## src/rtl/ysyx_25020047_lsu_hs.sv

```systemverilog
// ysyx_25020047_lsu_hs -- load/store unit bridging a core request/response
// port to a single-beat memory bus. One transaction is in flight at a time.
//
// Build option:
//   LSU_MISALIGN_TRAP_EN  defined   -> misaligned accesses fault without a bus access
//                         undefined -> the byte offset is rounded down to the size
//                                      alignment and the access proceeds
module ysyx_25020047_lsu_hs #(
  parameter int ADDR_W  = 32,
  parameter int DATA_W  = 32,   // 32 or 64
  parameter int TIMEOUT = 255   // 0 disables the memory timeout
) (
  input  logic                clk,
  input  logic                rst,
  // core request
  input  logic                req_valid,
  output logic                req_ready,
  input  logic                req_write,
  input  logic [1:0]          req_size,
  input  logic                req_signed,
  input  logic [ADDR_W-1:0]   req_addr,
  input  logic [DATA_W-1:0]   req_wdata,
  // core response
  output logic                resp_valid,
  input  logic                resp_ready,
  output logic [DATA_W-1:0]   resp_rdata,
  output logic                resp_err,
  // memory request
  output logic                mem_req_valid,
  input  logic                mem_req_ready,
  output logic                mem_we,
  output logic [ADDR_W-1:0]   mem_addr,
  output logic [DATA_W-1:0]   mem_wdata,
  output logic [DATA_W/8-1:0] mem_wmask,
  // memory response
  input  logic                mem_resp_valid,
  input  logic [DATA_W-1:0]   mem_rdata,
  input  logic                mem_resp_err
);

  localparam int STRB_W = DATA_W / 8;
  localparam int OFF_W  = $clog2(STRB_W);
  localparam int CNT_W  = (TIMEOUT > 0) ? $clog2(TIMEOUT + 1) : 1;
  localparam logic [CNT_W-1:0] CNT_LAST = (TIMEOUT > 0) ? CNT_W'(TIMEOUT - 1) : '0;

  typedef enum logic [1:0] {IDLE, REQ, WAIT, RESP} state_e;

  state_e              state_q, state_d;
  logic                we_q, we_d;
  logic [1:0]          size_q, size_d;
  logic                signed_q, signed_d;
  logic [OFF_W-1:0]    off_q, off_d;
  logic [ADDR_W-1:0]   addr_q, addr_d;
  logic [DATA_W-1:0]   wdata_q, wdata_d;
  logic [STRB_W-1:0]   wmask_q, wmask_d;
  logic [DATA_W-1:0]   rdata_q, rdata_d;
  logic                err_q, err_d;
  logic [CNT_W-1:0]    cnt_q, cnt_d;

  // request decode
  logic [OFF_W-1:0]    req_off_raw;
  logic [OFF_W-1:0]    size_low;
  logic [OFF_W-1:0]    req_off;
  logic [STRB_W-1:0]   base_mask;
  logic [STRB_W-1:0]   req_mask;
  logic [DATA_W-1:0]   req_wdata_sh;
  logic                req_illegal;
  logic                req_bad;

  // load data extraction
  logic [DATA_W-1:0]   ld_shift;
  logic [DATA_W-1:0]   ld_keep;
  logic                ld_sign;
  logic [DATA_W-1:0]   ld_data;

  // Decode the incoming request: lane offset, byte enables, shifted store data, faults.
  always_comb begin
    req_off_raw = req_addr[OFF_W-1:0];
    case (req_size)
      2'd0:    begin size_low = OFF_W'(0); base_mask = STRB_W'(8'h01); end
      2'd1:    begin size_low = OFF_W'(1); base_mask = STRB_W'(8'h03); end
      2'd2:    begin size_low = OFF_W'(3); base_mask = STRB_W'(8'h0F); end
      default: begin size_low = OFF_W'(7); base_mask = STRB_W'(8'hFF); end
    endcase
    // A doubleword cannot fit on a 32-bit bus.
    req_illegal = (DATA_W == 32) && (req_size == 2'd3);
`ifdef LSU_MISALIGN_TRAP_EN
    req_off = req_off_raw;
    req_bad = req_illegal || ((req_off_raw & size_low) != '0);
`else
    req_off = req_off_raw & ~size_low;
    req_bad = req_illegal;
`endif
    req_mask     = base_mask << req_off;
    req_wdata_sh = req_wdata << {req_off, 3'b000};
  end

  // Right-align returned load data, truncate to the access size and extend.
  always_comb begin
    ld_shift = mem_rdata >> {off_q, 3'b000};
    ld_keep  = '1;
    ld_sign  = 1'b0;
    case (size_q)
      2'd0:    begin ld_keep = DATA_W'(8'hFF);         ld_sign = ld_shift[7];  end
      2'd1:    begin ld_keep = DATA_W'(16'hFFFF);      ld_sign = ld_shift[15]; end
      2'd2:    begin ld_keep = DATA_W'(32'hFFFF_FFFF); ld_sign = ld_shift[31]; end
      default: begin ld_keep = '1;                     ld_sign = 1'b0;         end
    endcase
    ld_data = (ld_shift & ld_keep) | ((signed_q && ld_sign) ? ~ld_keep : '0);
  end

  // Next-state logic: sequence IDLE -> REQ -> WAIT -> RESP, with fault and timeout shortcuts.
  always_comb begin
    // NOTE: every signal written here gets a default first so no latch is inferred.
    state_d  = state_q;
    we_d     = we_q;
    size_d   = size_q;
    signed_d = signed_q;
    off_d    = off_q;
    addr_d   = addr_q;
    wdata_d  = wdata_q;
    wmask_d  = wmask_q;
    rdata_d  = rdata_q;
    err_d    = err_q;
    cnt_d    = '0;  // cleared on every state change, counts only while lingering
    case (state_q)
      IDLE: begin
        if (req_valid) begin
          we_d     = req_write;
          size_d   = req_size;
          signed_d = req_signed;
          off_d    = req_off;
          addr_d   = {req_addr[ADDR_W-1:OFF_W], {OFF_W{1'b0}}};
          wdata_d  = req_wdata_sh;
          wmask_d  = req_mask;
          if (req_bad) begin
            rdata_d = '0;
            err_d   = 1'b1;
            state_d = RESP;
          end else begin
            state_d = REQ;
          end
        end
      end
      REQ: begin
        if (mem_req_ready) begin
          state_d = WAIT;
        end else if ((TIMEOUT > 0) && (cnt_q == CNT_LAST)) begin
          rdata_d = '0;
          err_d   = 1'b1;
          state_d = RESP;
        end else begin
          cnt_d = cnt_q + CNT_W'(1);
        end
      end
      WAIT: begin
        if (mem_resp_valid) begin
          rdata_d = we_q ? '0 : ld_data;
          err_d   = mem_resp_err;
          state_d = RESP;
        end else if ((TIMEOUT > 0) && (cnt_q == CNT_LAST)) begin
          rdata_d = '0;
          err_d   = 1'b1;
          state_d = RESP;
        end else begin
          cnt_d = cnt_q + CNT_W'(1);
        end
      end
      RESP: begin
        if (resp_ready) state_d = IDLE;
      end
      default: state_d = IDLE;
    endcase
  end

  // State and transaction registers; reset abandons any transaction in flight.
  always_ff @(posedge clk or posedge rst) begin
    if (rst) begin
      state_q  <= IDLE;
      we_q     <= 1'b0;
      size_q   <= '0;
      signed_q <= 1'b0;
      off_q    <= '0;
      addr_q   <= '0;
      wdata_q  <= '0;
      wmask_q  <= '0;
      rdata_q  <= '0;
      err_q    <= 1'b0;
      cnt_q    <= '0;
    end else begin
      // NOTE: non-blocking assignments so every register samples pre-edge values.
      state_q  <= state_d;
      we_q     <= we_d;
      size_q   <= size_d;
      signed_q <= signed_d;
      off_q    <= off_d;
      addr_q   <= addr_d;
      wdata_q  <= wdata_d;
      wmask_q  <= wmask_d;
      rdata_q  <= rdata_d;
      err_q    <= err_d;
      cnt_q    <= cnt_d;
    end
  end

  assign req_ready     = (state_q == IDLE);
  assign resp_valid    = (state_q == RESP);
  assign mem_req_valid = (state_q == REQ);
  assign mem_we        = we_q;
  assign mem_addr      = addr_q;
  assign mem_wdata     = wdata_q;
  assign mem_wmask     = wmask_q;
  assign resp_rdata    = rdata_q;
  assign resp_err      = err_q;

endmodule

```

## config.mk

```make
export PLATFORM = sky130hd
export DESIGN_NAME = ysyx_25020047_lsu_hs
export DESIGN_NICKNAME = d
export VERILOG_FILES = /design/src/rtl/ysyx_25020047_lsu_hs.sv
export SDC_FILE = /design/constraint.sdc
export NUM_CORES = 1
export LEC_CHECK = 0
export CAP_MARGIN = 25
export CORE_MARGIN = 2
export CORE_UTILIZATION = 44
export DETAILED_ROUTE_END_ITERATION = 6
export PLACE_DENSITY = 0.81
export SKIP_CTS_REPAIR_TIMING = 1
export SLEW_MARGIN = 20
export SYNTH_ARGS = -nofsm -noshare
export SYNTH_HDL_FRONTEND = slang
export SYNTH_SLANG_ARGS = --single-unit
```

## constraint.sdc

```tcl
create_clock -name clk -period 4.35 [get_ports clk]
set_input_delay 0.435 -clock clk [delete_from_list [all_inputs] [get_ports clk]]
set_output_delay 0.435 -clock clk [all_outputs]
set_load 0.02 [all_outputs]
```

==> impl_metrics.yaml <==
placement:
  portBuffers: 209
  dp.cells: 843
  dp_hpwl_mm: 11.4
  gp_congestion: 0.933
  pre_cts_ws_ns: 1.24
flow_run:
  cap_violations: 0
finish:
  nNetsFinal: 808
  area_growth_pct: 51.0
  final_cells: 875
  diodes: 0
  drive_gt1_share_pct: 11.6
sta:
  finalMaxSlewViolations: 0
  final.setup.tns_ns: 0
  timing.final.crit_share_pct: 63.0
  rsz0062_at_grt: "no"
  hold_violations: 0
  finalSetupViolCount: 0
  finalCriticalPeriod_ns: 2.74
  tightestPinTransition_ns: 1.01
  setup_ws_ns: 1.61
  clock_skew_ns: 0.00912
  fmax_mhz: 365
  slew_headroom_pct: 32.5
drt:
  ant_nets: 0
  vias: 4780
  post-route-drc-count: 0
  vias_per_cell: 5.46
  detail_route.first_pass.iterations: 5
  drt-initial-drc-count: 353
  wirelength_mm: 15.8
  post_drt_wl_per_cell_um: 18.1
floorplanning:
  die_area_um2: 13300
  pin_count: 212
  rows: 40
  core-area_um2: 12100
  start_util_pct: 45.2
  fp.dieH_um: 115
  die-width_um: 115
clocking:
  cts.sinks: 115
  worst_skew_pair.late_latency_ns: 0.42
  clkTransAtPathRegs_ns: 0.05
  cts_tree: "yes"
  cts_buffers: 17
  clockBufferDepth: 2
  cts_root_buf: "clkbuf_16"
  htree_levels: 4
grt:
  grt_antenna_before_repair: 1
  grt_pass1_wl_mm: 25.0
  grt_use_total_pct: 24.6
  grt_overflow_total: 0
  grt_pass1_vias: 4923
  grt_max_degree: 93
critical_path:
  cp.required_ns: 4.70
  cp-start-kind: "register"
  end_kind: "register"
  path_max_fanout: 20
  r2r_cells: 6
  criticalPathCategory: "reg2reg"
  cp.arrival_ns: 3.09
power_and_ir_drop:
  power_switching_uw: 2120
  power_frac_comb_pct: 45.1
  swShare_pct: 37.2
  seqPwrFrac_pct: 31.6
  p_per_area_nw_per_um2: 693
  clock_power_share_pct: 23.3
  irDropWorstVdd_v: 0.000493
  intPower_uw: 3580
  leakagePower_uw: 0.00353
yosys:
  synth_edf_count: 0
  ys_ff_latch: 115
  syn-mean-instance-area_um2: 11.0
  ys_async_sr_fraction_pct: 100
  synth_cells: 496
  ys.flop_type: "dfrtp_1"
  ys_seq_area_share_pct: 52.8
  syn_area_um2: 5450
  yosys_warnings: 0
  synth_cell_types: 46
status:
  outcome: "complete, no violations"
hold_path:
  hp-class: "in2async"
## synthesized netlist by cell type, types with 2 or more instances
cell      number  area [um2]
a211oi_1       4        30.0
nand4_1        3        18.8
nor2b_1       14        87.6
dfrtp_1      115        2880
and2_1         5        31.3
mux2i_1       32         320
a211o_1        7        61.3
ha_1           6        75.1
buf_4          2        15.0
nor3_1         2        10.0
o211ai_1       8        60.1
buf_2          6        30.0
clkbuf_1      23        86.3
nand2_1       55         206
a22o_1        10        87.6
mux2_2        40         450
buf_6          2        22.5
a21oi_1       28         140
xor2_1         5        43.8
a221o_1        7        70.1
nand4b_2       2        30.0
nor2_1        32         120
a32o_1        14         140
inv_1          8        30.0
o31ai_1        4        30.0
nand3_1        9        45.0
o21ai_0       34         170
## critical path, stage by stage (launching register included)
cell,delay [ns]
dfrtp_1,0.40
inv_1,0.08
ha_1,0.35
a221oi_2,0.55
and2_1,0.70
and4b_1,0.43
a221o_1,0.15
## power by group through the flow
| stage | sequential, uW | combinational (uW) | clock (uW) |
|---|---|---|---|
| floorplan | 2150 | 1060 | 0 |
| global placement | 1790 | 2500 | 0 |
| detailed placement | 1800 | 2570 | 0 |
| CTS | 1800 | 2580 | 1350 |
| global route | 1860 | 2760 | 1420 |
| finish | 1800 | 2570 | 1330 |
## cells in the final DEF (no fill, tap or decap), types with 10 or more instances in the layout
master	n
nand2_1	54
a22o_1	10
a32o_1	14
clkdlybuf4s50_1	209
clkbuf_16	17
dfrtp_1	115
mux2_2	40
a21oi_1	28
mux2i_1	32
o21ai_0	34
nor2b_1	13
nor2_1	32
## final timing paths
kind                              start        endpoint  slack (ns)
setup / recovery             state_q[0]  resp_rdata[24]        1.61
hold / removal                      rst   mem_wdata[29]        0.47
setup reg to reg             state_q[0]  resp_rdata[24]        1.61
hold reg to reg            mem_wmask[0]    mem_wmask[0]        0.47
max in group asynchronous           rst     mem_addr[8]        2.97
min in group clk           mem_wmask[0]    mem_wmask[0]        0.47
## per-layer routing
layer,track usage (%),vias up,routed length [um]
li1,-,2182,-
met1,28.2,2336,5990
met2,39.7,229,7890
met3,11.8,31,1600
met4,10.2,2,315
met5,0,-,14
## area by class of cell
type / instances / area [um2]
inverters: 8 / 32.5
well taps: 168 / 210
fillers: 908 / 3830
clock inverters: 4 / 45.0
multi-input cells: 339 / 2400
repair buffers: 214 / 2140
clock buffers: 27 / 523
flip-flops and latches: 115 / 2880
## cells by family after synthesis
logic type,synth area share (%)
compound gates,15.6
xor+xnor,0.964
buf+inv,3.54
flops,52.8
other cells,0.0688
simple gates,11.0
fa+ha+maj,1.38
mux,14.6
## per-stage QoR
stage	total power (uW)	utilization, %	instance area, um2	hold slack, ns
2_1_floorplan	3200	-	5450	0.492
3_3_place_gp	4280	63.3	7640	0.462
3_5_place_dp	4370	63.4	7650	0.470
4_1_cts	5740	68.1	8210	0.481
5_1_grt	6030	68.2	8230	0.506
6_report	5700	68.2	8230	0.473
## sequential cells by signal (all words and copies together) (netlist names)
signal	cells
mem_wdata	32
resp_rdata	32
mem_addr	30
cnt_q	8
mem_wmask	4
off_q	2
size_q	2
state_q	2
mem_we	1
resp_err	1
signed_q	1
(Power assumes the default switching activity.)
==> RTL change: new RTL, same settings <==
Register the output `resp_err` once more, with the module's reset; this adds one clock of latency there. The other outputs are not delayed to match.
--- a/src/rtl/ysyx_25020047_lsu_hs.sv
+++ b/src/rtl/ysyx_25020047_lsu_hs.sv
@@ -213,3 +213,9 @@
   assign resp_rdata    = rdata_q;
-  assign resp_err      = err_q;
+  always_ff @(posedge clk or posedge rst) begin
+    if (rst) begin
+      resp_err <= '0;
+    end else begin
+      resp_err <= err_q;
+    end
+  end
 
Formal check against the unedited RTL: not equivalent (a bounded check fails within 4 cycles, from zero or initial values and one cycle with rst high).
==> RTL change against the original RTL <==
Die area is 0.44% higher. Synthesized area is 0.46% higher. Setup slack got worse by 0.017 ns. Sequential cell count grew 1. Final area increased by 0.14%. Wire length is 1.8% lower. Non-clock buffer count is the same. Power is essentially flat. Count of clock-buffer cells in the layout shrank 2. Highest routed layer is now met4.
==> RTL change: results (changes against the original RTL) <==
[metrics] outcome: complete, no violations (unchanged)
[metrics] Post-synth top cells: sky130_fd_sc_hd__dfrtp_1 (116), sky130_fd_sc_hd__nand2_1 (55), sky130_fd_sc_hd__mux2_2 (40) (was sky130_fd_sc_hd__dfrtp_1 (115), sky130_fd_sc_hd__nand2_1 (55), sky130_fd_sc_hd__mux2_2 (40))
[metrics] effective utilization at floorplan: 45.4% (was 45.2%)
[metrics] initial DRC count: 282 (was 353)
[metrics] routed length on met2: 7.70 mm (was 7.89 mm)
[metrics] multiplexer share of the synthesized area: 14.5% (was 14.6%)
[metrics] routability-driven placement congestion ratio: 0.953 (was 0.933)
[metrics] via count: 4714 (was 4780)
[metrics] global-route wire length before repair: 25.0 mm (about the same)
[metrics] Arr. time, crit path: 3.10 ns (was 3.09 ns)
[metrics] leakage power figure: 3.53 nW (about the same)
[metrics] total placed cells including tap cells: 844 (was 843)
[metrics] top layer in use: met4 (was met5)
[metrics] clock skew after layout: 0.00999 ns (was 0.00912 ns)
[metrics] Seq/Total Area, Yosys: 53.0% (was 52.8%)
[metrics] share of post-route cells with drive strength above 1: 11.5% (was 11.6%)
[metrics] via count of the first global-routing pass: 4877 (was 4923)
[metrics] instance area at placement: 0.00766 mm^2 (was 0.00765 mm^2)
[metrics] Crit Reg-Reg Endpoint: resp_rdata[28] (was resp_rdata[24])
[metrics] placement-stage worst setup slack: 1.32 ns (was 1.24 ns)
[metrics] via/cell ratio: 5.39 (was 5.46)
[metrics] grt met2 use: 38.8% (was 39.7%)
[metrics] worst hold slack across all endpoints: 0.414 ns (was 0.473 ns)
[metrics] per-cell routed wire length: 17.7 um (was 18.1 um)
[metrics] Register-to-Register Setup Slack: 1.59 ns (was 1.61 ns)
[RTL change: power by group]
group / switching [W] / internal, W / total [W]
Sequential: 0.000335 / 0.00149 / 0.00183
Clock: 0.000449 / 0.000878 / 0.00133
Combinational: 0.00131 / 0.00123 / 0.00254
[RTL change: final cells by class]
cell class                      count  area, um^2
Fill cell                         893        3820
Sequential cell                   116        2900
Multi-Input combinational cell    339        2400
Timing Repair Buffer              214        2140
Clock buffer                       25         485
Tap cell                          168         210
Clock inverter                      5        75.1
Inverter                            8        32.5
[RTL change: worst max path at each step]
stage	start	end	slack, ns	cells past startpoint
2_1_floorplan	rst	cnt_q[0]	0.84	1
3_3_place_gp	req_size[1]	resp_rdata[28]	1.42	6
3_5_place_dp	req_size[1]	resp_rdata[28]	1.32	6
4_1_cts	off_q[0]	resp_rdata[27]	1.62	4
5_1_grt	state_q[0]	resp_rdata[27]	1.34	6
6_report	state_q[0]	resp_rdata[28]	1.59	6
